===== src/rtl/fill_sequencer.sv =====
// Rectangle-fill sequencer: normalises a command's corners, then steps the fill
// engine through every scanline in CHUNK_PIX-wide bursts, waiting for fill_done after each.
module fill_sequencer #(
    parameter int FB_WIDTH    = 640,
    parameter int CHUNK_PIX   = 64,
    parameter int MATH_CYCLES = 4,
    parameter int ROW_CYCLES  = 3,
    parameter int TIMEOUT     = 1023
) (
    input  logic        clk,
    input  logic        rst,
    input  logic        cmd_valid,
    output logic        cmd_ready,
    input  logic [47:0] coordinates,
    input  logic [23:0] color_code,
    input  logic        layer_num,
    output logic        math_start,
    output logic        row_start,
    output logic        fill_start,
    input  logic        fill_done,
    output logic [11:0] cur_row,
    output logic [11:0] chunk_x,
    output logic [6:0]  chunk_len,
    output logic [23:0] chunk_addr,
    output logic [23:0] color_out,
    output logic        layer_out,
    output logic        busy,
    output logic        all_finish,
    output logic        error
);

    localparam int CNT_MAX = (TIMEOUT > MATH_CYCLES) ?
                             ((TIMEOUT > ROW_CYCLES) ? TIMEOUT : ROW_CYCLES) :
                             ((MATH_CYCLES > ROW_CYCLES) ? MATH_CYCLES : ROW_CYCLES);
    localparam int CNT_W   = $clog2(CNT_MAX + 1);

    typedef enum logic [2:0] {
        S_IDLE,
        S_MATH,
        S_ROW,
        S_FILL,
        S_WAIT,
        S_DONE
    } state_t;

    state_t             state_q, state_d;
    logic [CNT_W-1:0]   cnt_q, cnt_d;
    logic [11:0]        xl_q, xl_d, xh_q, xh_d, yl_q, yl_d, yh_q, yh_d;
    logic [23:0]        color_q, color_d;
    logic               layer_q, layer_d;
    logic [11:0]        cur_row_q, cur_row_d;
    logic [11:0]        chunk_x_q, chunk_x_d;
    logic [6:0]         chunk_len_q, chunk_len_d;
    logic [23:0]        chunk_addr_q, chunk_addr_d;
    logic               error_q, error_d;

    logic [11:0]        x0, y0, x1, y1;
    logic [12:0]        chunk_end;

    assign x0 = coordinates[47:36];
    assign y0 = coordinates[35:24];
    assign x1 = coordinates[23:12];
    assign y1 = coordinates[11:0];

    // One past the last pixel of the current chunk, kept 13 bits so x=4095 cannot wrap.
    assign chunk_end = {1'b0, chunk_x_q} + {6'b0, chunk_len_q};

    function automatic logic [6:0] calc_len(input logic [11:0] x, input logic [11:0] x_hi);
        logic [12:0] rem;
        rem = {1'b0, x_hi} - {1'b0, x} + 13'd1;
        if (rem > 13'(CHUNK_PIX)) begin
            return 7'(CHUNK_PIX);
        end
        return rem[6:0];
    endfunction

    function automatic logic [22:0] calc_addr(input logic [11:0] row, input logic [11:0] x);
        return 23'(row) * 23'(FB_WIDTH) + 23'(x);
    endfunction

    always_ff @(posedge clk or posedge rst) begin
        if (rst) begin
            state_q      <= S_IDLE;
            cnt_q        <= '0;
            xl_q         <= '0;
            xh_q         <= '0;
            yl_q         <= '0;
            yh_q         <= '0;
            color_q      <= '0;
            layer_q      <= 1'b0;
            cur_row_q    <= '0;
            chunk_x_q    <= '0;
            chunk_len_q  <= '0;
            chunk_addr_q <= '0;
            error_q      <= 1'b0;
        end else begin
            state_q      <= state_d;
            cnt_q        <= cnt_d;
            xl_q         <= xl_d;
            xh_q         <= xh_d;
            yl_q         <= yl_d;
            yh_q         <= yh_d;
            color_q      <= color_d;
            layer_q      <= layer_d;
            cur_row_q    <= cur_row_d;
            chunk_x_q    <= chunk_x_d;
            chunk_len_q  <= chunk_len_d;
            chunk_addr_q <= chunk_addr_d;
            error_q      <= error_d;
        end
    end

    always_comb begin
        state_d      = state_q;
        cnt_d        = cnt_q;
        xl_d         = xl_q;
        xh_d         = xh_q;
        yl_d         = yl_q;
        yh_d         = yh_q;
        color_d      = color_q;
        layer_d      = layer_q;
        cur_row_d    = cur_row_q;
        chunk_x_d    = chunk_x_q;
        chunk_len_d  = chunk_len_q;
        chunk_addr_d = chunk_addr_q;
        error_d      = error_q;

        case (state_q)
            S_IDLE: begin
                if (cmd_valid && cmd_ready) begin
                    xl_d    = (x0 < x1) ? x0 : x1;
                    xh_d    = (x0 < x1) ? x1 : x0;
                    yl_d    = (y0 < y1) ? y0 : y1;
                    yh_d    = (y0 < y1) ? y1 : y0;
                    color_d = color_code;
                    layer_d = layer_num;
                    error_d = 1'b0;
                    cnt_d   = '0;
                    state_d = S_MATH;
                end
            end
            S_MATH: begin
                if (cnt_q == CNT_W'(MATH_CYCLES)) begin
                    cnt_d     = '0;
                    cur_row_d = yl_q;
                    state_d   = S_ROW;
                end else begin
                    cnt_d = cnt_q + 1'b1;
                end
            end
            S_ROW: begin
                if (cnt_q == CNT_W'(ROW_CYCLES)) begin
                    cnt_d     = '0;
                    chunk_x_d = xl_q;
                    state_d   = S_FILL;
                end else begin
                    cnt_d = cnt_q + 1'b1;
                end
            end
            S_FILL: begin
                cnt_d   = '0;
                state_d = S_WAIT;
            end
            S_WAIT: begin
                if (fill_done) begin
                    cnt_d = '0;
                    if (chunk_end <= {1'b0, xh_q}) begin
                        chunk_x_d = chunk_x_q + 12'(CHUNK_PIX);
                        state_d   = S_FILL;
                    end else if (cur_row_q < yh_q) begin
                        cur_row_d = cur_row_q + 12'd1;
                        state_d   = S_ROW;
                    end else begin
                        state_d = S_DONE;
                    end
                end else if (cnt_q == CNT_W'(TIMEOUT - 1)) begin
                    error_d = 1'b1;
                    state_d = S_DONE;
                end else begin
                    cnt_d = cnt_q + 1'b1;
                end
            end
            S_DONE: begin
                state_d = S_IDLE;
            end
            default: begin
                state_d = S_IDLE;
            end
        endcase

        // Chunk outputs are registered on entry to FILL so they hold steady through WAIT.
        if (state_d == S_FILL) begin
            chunk_len_d  = calc_len(chunk_x_d, xh_q);
            chunk_addr_d = {layer_q, calc_addr(cur_row_d, chunk_x_d)};
        end
    end

    always_comb begin
        cmd_ready  = (state_q == S_IDLE);
        busy       = (state_q != S_IDLE);
        math_start = (state_q == S_MATH) && (cnt_q == '0);
        row_start  = (state_q == S_ROW) && (cnt_q == '0);
        fill_start = (state_q == S_FILL);
        all_finish = (state_q == S_DONE);
    end

    assign cur_row    = cur_row_q;
    assign chunk_x    = chunk_x_q;
    assign chunk_len  = chunk_len_q;
    assign chunk_addr = chunk_addr_q;
    assign color_out  = color_q;
    assign layer_out  = layer_q;
    assign error      = error_q;

endmodule


===== config.mk =====
export PLATFORM = sky130hd
export DESIGN_NAME = fill_sequencer
export DESIGN_NICKNAME = d
export VERILOG_FILES = /design/src/rtl/fill_sequencer.sv
export SDC_FILE = /design/constraint.sdc
export NUM_CORES = 1
export LEC_CHECK = 0
export CORE_MARGIN = 2
export CORE_UTILIZATION = 40
export DETAILED_ROUTE_END_ITERATION = 10
export PLACE_DENSITY = 0.71
export SYNTH_ARGS = -nofsm -noshare
export SYNTH_HDL_FRONTEND = slang
export SYNTH_SLANG_ARGS = --single-unit

===== constraint.sdc =====
create_clock -name clk -period 13 [get_ports clk]
set_clock_uncertainty 0.2 [all_clocks]
set_input_delay 1.3 -clock clk [delete_from_list [all_inputs] [get_ports clk]]
set_output_delay 1.3 -clock clk [all_outputs]
set_load 0.005 [all_outputs]

==> impl_metrics.csv, run 1 <==
group,metric,value,unit
outcome,status,"finished clean",
grt,grt_usage,0.210,
grt,grt_overflow,0,
critical_path,critPathArrivalTime,7.57,ns
floorplanning,ios,164,
placement,gp_congestion,0.910,
cts,cts_tree,"built",
pwr,cellPowerDensity,244,mW/mm²
sta,fin_tns_setup,0,ns
logic_synthesis,synth-edff-count,0,
sta,worst_pin_slew,1.14,ns
logic_synthesis,avgSynthCellArea,8.80,µm²
logic_synthesis,synthAdderAreaFrac,0.143,
sta,slew_headroom,0.232,
sta,fmax,133,MHz
routing,routed_wl,26300,µm
logic_synthesis,synth_top_cell_area_share,0.368,
worst_hold_path,min_path_type,"reg2reg",
cts,cts.sinks,142,
floorplanning,core.rowCount,56,
critical_path,cpPeakStageDelay,0.86,ns
finish,finalNetCount,1429,
grt,antenna_found_initial,0,
cts,clockBufferDepth,2,
pwr,leakage,5.72,nW
critical_path,critPathSlowestCell,"o311ai_0",
routing,firstDrtPassIters,5,
routing,drtIter0Drc,541,
grt,grt_pass1_vias,8382,
routing,wl_per_cell,16.7,µm
logic_synthesis,synth_common_cells,"nand2_1, dfrtp_1, ha_1",
sta,hold_viol,0,
sta,fin_crit_sh,0.577,
cts,clk_pin_slew,0.06,ns
logic_synthesis,ys.flop_type,"dfrtp_1",
floorplanning,die_w,159,µm
logic_synthesis,synth-seq-cells,142,
finish,fin_cells,1575,
placement,dp.cells,1545,
critical_path,cp-end-kind,"register",
sta,setup_violations,0,
finish,drive_above_1_share,0.0478,
pwr,ir_drop,0.000111,V
critical_path,reg2reg_depth,27,
cts,cts_root_buffer,"clkbuf_16",
critical_path,crit_top_cell,"ha_1",
logic_synthesis,synth-xor-area-share,0.0281,
logic_synthesis,yosysUniqueCellTypes,70,
critical_path,cp.required,13.07,ns
logic_synthesis,netlist_area,0.00966,mm²
cts,clkLatencyLatePin,0.43,ns
logic_synthesis,synthSimpleGateAreaFrac,0.182,
critical_path,timing_worst_setup_path_type,"reg2reg",
routing,drc,0,
logic_synthesis,syn_nets,1281,
routing,drtAntennaViolNets,0,
logic_synthesis,yosysSeqAreaShare,0.368,
floorplanning,core_area,0.0236,mm²
floorplanning,die-area,0.0254,mm²
finish,syn2layout_area_growth,26.2,%
sta,rsz0062_at_grt,"false",
finish,final_area,0.0122,mm²
logic_synthesis,synth_most_common_cell,"nand2_1",
cts,cts_hold_buffers,0,
placement,io_buffers,163,
cts,cts_buffers,17,
logic_synthesis,ys_async_sr_fraction,1.00,
finish,antennaDiodeCount,0,
placement,dp_hpwl,19500,µm
logic_synthesis,syn_inst,1097,
routing,vias_per_cell,5.43,
grt,grt_max_degree,79,
finish,nFillCells,2183,
critical_path,start_kind,"register",
floorplanning,die_h,159,µm
critical_path,crit_buf_inv,1,
sta,slew_viol_final,0,
worst_hold_path,min_path_cells,2,
critical_path,crit_family,"compound AO/OA/AOI/OAI gates",
grt,grt_pass1_wl,43100,µm
cts,post_cts_buffers,0,
flow_run,cap_violations,0,
cts,htree_num_levels,4,
logic_synthesis,synth_compound_area_frac,0.193,
logic_synthesis,synth_top_family_by_area,"compound AO/OA/AOI/OAI gates",
critical_path,path_depth,27,
logic_synthesis,synthMuxAreaShare,0.0332,
routing,vias,8558,
floorplanning,start_util,0.409,
sta,min_period,7.50,ns
logic_synthesis,yosys_warnings,0,
cts,cts-resized-gates,0,
logic_synthesis,synth_area_leader_cell,"dfrtp_1",
critical_path,path_max_fanout,9,
logic_synthesis,synth_area_leaders,"dfrtp_1, ha_1, nand2_1, o21ai_0, inv_1",
placement,dpl_cell_area,0.0116,mm²
==> cell type report <==
class / instances / area, µm² / area share
repair buffers: 169 / 1680 / 0.138
inverters: 90 / 343 / 0.0281
clock inverters: 10 / 140 / 0.0115
well taps: 319 / 399 / 0.0328
multi-input cells: 825 / 5620 / 0.461
flip-flops and latches: 142 / 3550 / 0.292
clock buffers: 20 / 457 / 0.0375
==> registers in the layout (all words and copies together) (netlist names) <==
signal      count
chunk_x        12
xl_q           12
error           1
cnt_q          10
state_q         3
yh_q           12
chunk_addr     24
yl_q           12
chunk_len       7
cur_row        12
layer_out       1
color_out      24
xh_q           12
==> worst paths after layout <==
check                               from              to  slack, ns
max                         chunk_len[0]  chunk_addr[20]       5.50
min                        color_out[14]   color_out[14]       0.27
max reg2reg                 chunk_len[0]  chunk_addr[20]       5.50
min reg2reg                color_out[14]   color_out[14]       0.27
max in group asynchronous            rst  chunk_addr[23]      10.03
min in group asynchronous            rst    color_out[8]       1.18
==> where the power goes <==
| group | switching [mW] | leakage [nW] | total (mW) | internal, mW |
|---|---|---|---|---|
| registers | 0.160 | 1.81 | 0.777 | 0.617 |
| clock network | 0.194 | 0.284 | 0.504 | 0.310 |
| logic | 0.927 | 3.63 | 1.69 | 0.766 |
| total | 1.28 | 5.72 | 2.97 | 1.69 |
==> worst register-to-register path, cell delays in order (launching register included) <==
cell and delay, ns:
dfrtp_1 0.38, ha_1 0.20, inv_1 0.06, fa_1 0.39, nand2b_1 0.19, a21oi_1 0.28
nor2_1 0.12, nor2b_1 0.20, o21ai_0 0.13, xnor2_1 0.16, ha_1 0.30, nand4_1 0.11
nor2_1 0.12, o31ai_1 0.09, a21oi_2 0.43, o21ai_0 0.29, nor3_1 0.41, nand3_1 0.12
o311ai_0 0.86, ha_1 0.40, ha_1 0.24, or3_1 0.38, o221a_2 0.27, o31a_1 0.25
a31oi_1 0.25, nand4_1 0.18, o221ai_1 0.21, o311ai_0 0.16
==> cell families after synthesis <==
group | Yosys count
compound gates | 268
xor+xnor | 31
fa+ha+maj | 108
buf+inv | 130
flops | 142
mux | 32
simple gates | 386
==> cell usage in the layout (no fill, tap or decap), types with 4 or more instances in the layout <==
cell type | synthesis | final
a211o_1 | 4 | 4
a211oi_1 | 8 | 8
a21o_1 | 20 | 20
a21oi_1 | 30 | 30
a31oi_1 | 8 | 8
and2_1 | 10 | 9
and3_1 | 8 | 8
buf_4 | 2 | 6
clkbuf_16 | 0 | 17
clkdlybuf4s50_1 | 0 | 163
dfrtp_1 | 142 | 142
fa_1 | 4 | 4
ha_1 | 103 | 103
inv_1 | 90 | 89
mux2i_1 | 32 | 32
nand2_1 | 209 | 208
nand2b_1 | 7 | 7
nand3_1 | 46 | 46
nand4_1 | 10 | 10
nor2_1 | 43 | 43
nor2b_1 | 11 | 11
nor3_1 | 13 | 13
o2111ai_1 | 4 | 4
o211a_1 | 5 | 5
o211ai_1 | 9 | 9
o21a_1 | 9 | 9
o21ai_0 | 86 | 86
o21bai_1 | 4 | 4
o221ai_1 | 23 | 23
o22a_1 | 4 | 4
o311ai_0 | 9 | 9
o31ai_1 | 12 | 12
or2_2 | 5 | 5
or3_1 | 5 | 5
xnor2_1 | 19 | 19
xor2_1 | 12 | 12
==> per-stage QoR <==
stage               hold WS (ns)  setup slack [ns]  utilization  power [mW]
floorplan                  0.242              6.79            -        1.88
global placement           0.257              5.85        0.491        2.41
detailed placement         0.262              5.68        0.491        2.45
CTS                        0.281              5.61        0.516        2.98
global route               0.300              5.04        0.516        3.24
finish                     0.272              5.50        0.516        2.97
==> per-layer routing <==
layer	wire, µm	track usage
met5	0	0
met4	658	0.0773
met3	1850	0.0526
met2	11700	0.330
met1	12000	0.280
No activity file was read; power rests on OpenSTA's default activity.
==> inputs of run 2 (changes only) <==
Clock period 13 ns to 7.3 ns, I/O delays scaled along.
==> run 2 against run 1 <==
Net effect: sequential power grew 79%; hold slack gained 0.0022 ns; routed wire length grew 0.65%; non-clock buffer count grew 9; largest cell class unchanged; die area is the same; register-to-register slack lost 5.0 ns; via count grew 0.92%; global-route usage shrank 0.16 points; total power grew 80%; final cell count grew 0.70%; count of clock-buffer cells in the layout shrank 3.
==> impl_metrics.csv, run 2 (synthesis gave the netlist of run 1 again) <==
group,metric,value,unit
cts,cts_root_buffer,"clkbuf_16",
placement,io_buffers,163,
routing,drc,0,
critical_path,crit_family,"compound AO/OA/AOI/OAI gates",
finish,final_area,0.0123,mm²
critical_path,critPathSlowestCell,"or4b_2",
cts,cts_buffers,17,
finish,finalNetCount,1438,
floorplanning,die_w,159,µm
sta,fin_tns_setup,0,ns
floorplanning,die_h,159,µm
grt,grt_pass1_vias,8442,
sta,worst_pin_slew,1.15,ns
sta,min_period,6.83,ns
floorplanning,start_util,0.409,
outcome,status,"finished clean",
sta,slew_viol_final,0,
routing,vias,8637,
cts,cts.sinks,142,
cts,htree_num_levels,4,
routing,routed_wl,26400,µm
placement,dp_hpwl,19900,µm
pwr,cellPowerDensity,435,mW/mm²
pwr,leakage,5.76,nW
sta,fin_ws,0.475,ns
routing,wl_per_cell,16.7,µm
critical_path,start_kind,"register",
floorplanning,ios,164,
grt,antenna_found_initial,0,
routing,drtIter0Drc,635,
sta,setup_violations,0,
cts,clockBufferDepth,2,
routing,drtAntennaViolNets,0,
grt,grt_overflow,0,
sta,fmax,147,MHz
cts,clkLatencyLatePin,0.43,ns
finish,drive_above_1_share,0.0639,
floorplanning,core.rowCount,56,
finish,final_cell_mix,"nand2_1, clkdlybuf4s50_1, dfrtp_1, ha_1, inv_1",
cts,clk_pin_slew,0.07,ns
grt,grt_pass1_wl,42900,µm
placement,dpl_cell_area,0.0116,mm²
grt,grt_max_degree,103,
finish,antennaDiodeCount,0,
finish,layout_commonest_cell,"nand2_1",
pwr,ir_drop,0.000147,V
sta,slew_headroom,0.229,
critical_path,timing_worst_setup_path_type,"reg2reg",
worst_hold_path,min_path_type,"reg2reg",
floorplanning,core_area,0.0236,mm²
critical_path,cp-end-kind,"register",
finish,syn2layout_area_growth,27.1,%
critical_path,cpPeakStageDelay,0.65,ns
grt,grt_usage,0.208,
routing,vias_per_cell,5.45,
placement,gp_congestion,0.942,
critical_path,cp.required,7.42,ns
critical_path,critPathArrivalTime,6.94,ns
floorplanning,die-area,0.0254,mm²
flow_run,cap_violations,0,
cts,cts_tree,"built",
critical_path,path_max_fanout,7,
routing,firstDrtPassIters,5,
sta,hold_viol,0,
sta,fin_crit_sh,0.935,
critical_path,crit_buf_inv,2,
critical_path,crit_top_cell,"ha_1",
placement,place_ws,0.0260,ns
-- run 2: power breakdown --
part	internal (mW)	switching [mW]
Clock	0.446	0.385
Combinational	1.44	1.68
Sequential	1.10	0.292
-- run 2: layout make-up --
cell class | count | area [µm²]
multi-input cells | 825 | 5680
inverters | 90 | 343
well taps | 319 | 399
flip-flops and latches | 142 | 3550
clock buffers | 17 | 425
fillers | 2185 | 11300
clock inverters | 15 | 129
repair buffers | 178 | 1740
-- run 2: repair_timing --
| action | in CTS | in global routing |
|---|---|---|
| setup endpoints to repair | 0 | 17 |
| buffers inserted | 0 | 4 |
| resized for setup | 0 | 15 |
| hold buffers | 0 | 0 |
-- run 2: worst register-to-register path: cells and delay by family (launching register included) --
kind	cells	cell delay, ns
compound gates	13	2.68
xor+xnor	1	0.15
fa+ha+maj	4	1.24
buf+inv	2	0.29
flops	1	0.40
simple gates	7	1.78
-- run 2: routing by layer --
metal	up-vias	share of wire	track usage
met5	-	0	0
met2	296	0.45	0.334
met4	0	0.020	0.0740
met1	4079	0.46	0.277
met3	36	0.067	0.0464
li1	4226	-	-
-- run 2: stage by stage --
step                      hold slack [ns]  cells  utilization  power, mW
final                               0.275   1586        0.520       5.34
after detailed placement            0.261   1550        0.492       4.38
after CTS                           0.279   1582        0.516       5.25
after global routing                0.300   1586        0.520       5.82
after floorplan                     0.242   1097            -       3.34
after global placement              0.258   1550        0.492       4.31
-- run 2: final timing paths --
path	from	endpoint	slack (ns)	depth (start not counted)
setup reg to reg	chunk_x[1]	chunk_len[6]	0.47	27
setup / recovery	chunk_x[1]	chunk_len[6]	0.47	27
min in group asynchronous	rst	color_out[8]	0.69	2
max in group asynchronous	rst	chunk_addr[11]	5.08	3
hold / removal	color_out[6]	color_out[6]	0.27	2
hold reg to reg	color_out[6]	color_out[6]	0.27	2
==> inputs of run 3 (changes only) <==
Clock period 7.3 ns to 7.86 ns, I/O delays scaled along.
==> run 3 against run 2 <==
Net effect: via count decreased by 0.35%; die area unchanged; first-iteration DRC count fell by 15%; combinational power down 11%.
==> impl_metrics.csv, run 3 (synthesis gave the netlist of run 1 again) <==
group,metric,value,unit
outcome,status,"finished clean",
routing,firstDrtPassIters,6,
finish,nFillCells,2218,
placement,dpl_cell_area,0.0116,mm²
worst_hold_path,min_path_cells,2,
routing,drtAntennaViolNets,0,
cts,cts_root_buffer,"clkbuf_16",
cts,clkLatencyLatePin,0.43,ns
critical_path,endpoint,"chunk_addr[20]",
cts,clockBufferDepth,2,
worst_hold_path,min_path_type,"reg2reg",
pwr,ir_drop,0.000146,V
critical_path,start_kind,"register",
critical_path,path_depth,30,
flow_run,cap_violations,0,
pwr,leakage,5.75,nW
finish,antennaDiodeCount,0,
grt,grt_usage,0.207,
finish,syn2layout_area_growth,26.5,%
critical_path,worstReg2RegEnd,"chunk_addr[20]",
routing,drc,0,
sta,slew_headroom,0.141,
routing,drtIter0Drc,538,
finish,final_area,0.0122,mm²
cts,cts_hold_buffers,0,
routing,routed_wl,26000,µm
finish,layout_commonest_cell,"nand2_1",
pwr,p_total,4.92,mW
cts,clk_pin_slew,0.07,ns
critical_path,cp-end-kind,"register",
critical_path,cpPeakStageDelay,0.47,ns
placement,io_buffers,163,
floorplanning,ios,164,
grt,grt_max_degree,76,
critical_path,crit_family,"compound AO/OA/AOI/OAI gates",
cts,cts_tree,"built",
floorplanning,die-area,0.0254,mm²
sta,min_period,7.23,ns
critical_path,r2r_setup_slack,0.63,ns
critical_path,path_max_fanout,9,
sta,fin_tns_setup,0,ns
finish,postLayoutCoreUtil,0.517,
floorplanning,core.rowCount,56,
critical_path,critPathArrivalTime,7.31,ns
grt,grt_pass1_wl,42800,µm
routing,vias,8607,
routing,wl_per_cell,16.5,µm
finish,final_cell_mix,"nand2_1, clkdlybuf4s50_1, dfrtp_1, ha_1, inv_1",
sta,slew_viol_final,0,
sta,rsz0062_at_grt,"false",
critical_path,cp.required,7.94,ns
cts,cts_buffers,17,
cts,cts.sinks,142,
critical_path,crit_buf_inv,0,
placement,dp_hpwl,19500,µm
critical_path,timing_worst_setup_path_type,"reg2reg",
sta,worst_pin_slew,1.28,ns
sta,hold_viol,0,
critical_path,reg2reg_depth,30,
routing,vias_per_cell,5.46,
finish,finalNetCount,1429,
pwr,cellPowerDensity,403,mW/mm²
floorplanning,die_w,159,µm
critical_path,cp-startpoint,"chunk_x[1]",
sta,fin_crit_sh,0.920,
sta,fmax,138,MHz
grt,grt_pass1_vias,8327,
floorplanning,core_area,0.0236,mm²
critical_path,r2r_start,"chunk_x[1]",
floorplanning,die_h,159,µm
cts,htree_num_levels,4,
placement,gp_congestion,0.890,
grt,grt_overflow,0,
critical_path,critPathSlowestCell,"nor3_1",
sta,setup_violations,0,
grt,antenna_found_initial,0,
finish,drive_above_1_share,0.0509,
floorplanning,start_util,0.409,
==> run 3: cell types whose count changed in the layout (fill, tap and decap cells not counted), sizes merged <==
| cell | previous run | this run |
|---|---|---|
| buf | 15 | 6 |
| bufinv | 0 | 3 |
| clkinv | 4 | 3 |
| clkinvlp | 3 | 0 |
| inv | 98 | 99 |
==> run 3: worst min path at each step <==
stage | end | start
floorplan | yl_q[1] | yl_q[1]
global placement | color_out[21] | color_out[21]
detailed placement | color_out[21] | color_out[21]
CTS | color_out[21] | color_out[21]
global route | color_out[16] | color_out[16]
finish | color_out[21] | color_out[21]
==> run 3: layout make-up <==
type	instances	area, µm²	area share
Inverter	90	343	0.0281
Timing Repair Buffer	169	1680	0.137
Tap cell	319	399	0.0327
Sequential cell	142	3550	0.291
Clock inverter	15	199	0.0163
Multi-Input combinational cell	825	5620	0.460
Clock buffer	17	425	0.0348
==> run 3: routing by layer <==
metal | track usage | share of wire
met1 | 0.282 | 0.48
met2 | 0.332 | 0.44
met5 | 0 | 0
met3 | 0.0485 | 0.065
met4 | 0.0525 | 0.014
==> run 3: where the power goes <==
group          switching (mW)  total, mW  internal [mW]
clock network           0.358      0.871          0.513
registers               0.264       1.28           1.02
logic                    1.51       2.77           1.26
total                    2.13       4.92           2.80
==> run 3: metrics by stage <==
step	worst slack [ns]	instances	hold WS, ns
after global placement	0.850	1545	0.257
after global routing	0.0224	1577	0.299
after floorplan	1.65	1097	0.242
after CTS	0.573	1577	0.280
final	0.630	1577	0.275
after detailed placement	0.603	1545	0.262
==> run 3: what timing repair did <==
| item | in CTS | in global routing |
|---|---|---|
| setup buffers | 0 | 0 |
| endpoints found under the setup margin | 0 | 3 |
| gates resized for setup | 0 | 3 |
==> run 3: worst reg2reg max path, delay by kind of cell, from the launching register on <==
family | cells | cell delay [ns]
XOR/XNOR | 1 | 0.16
flip-flops | 1 | 0.40
adder cells (fa/ha/maj) | 4 | 1.32
AND/OR/NAND/NOR | 6 | 1.09
AO/OA/AOI/OAI | 19 | 3.92
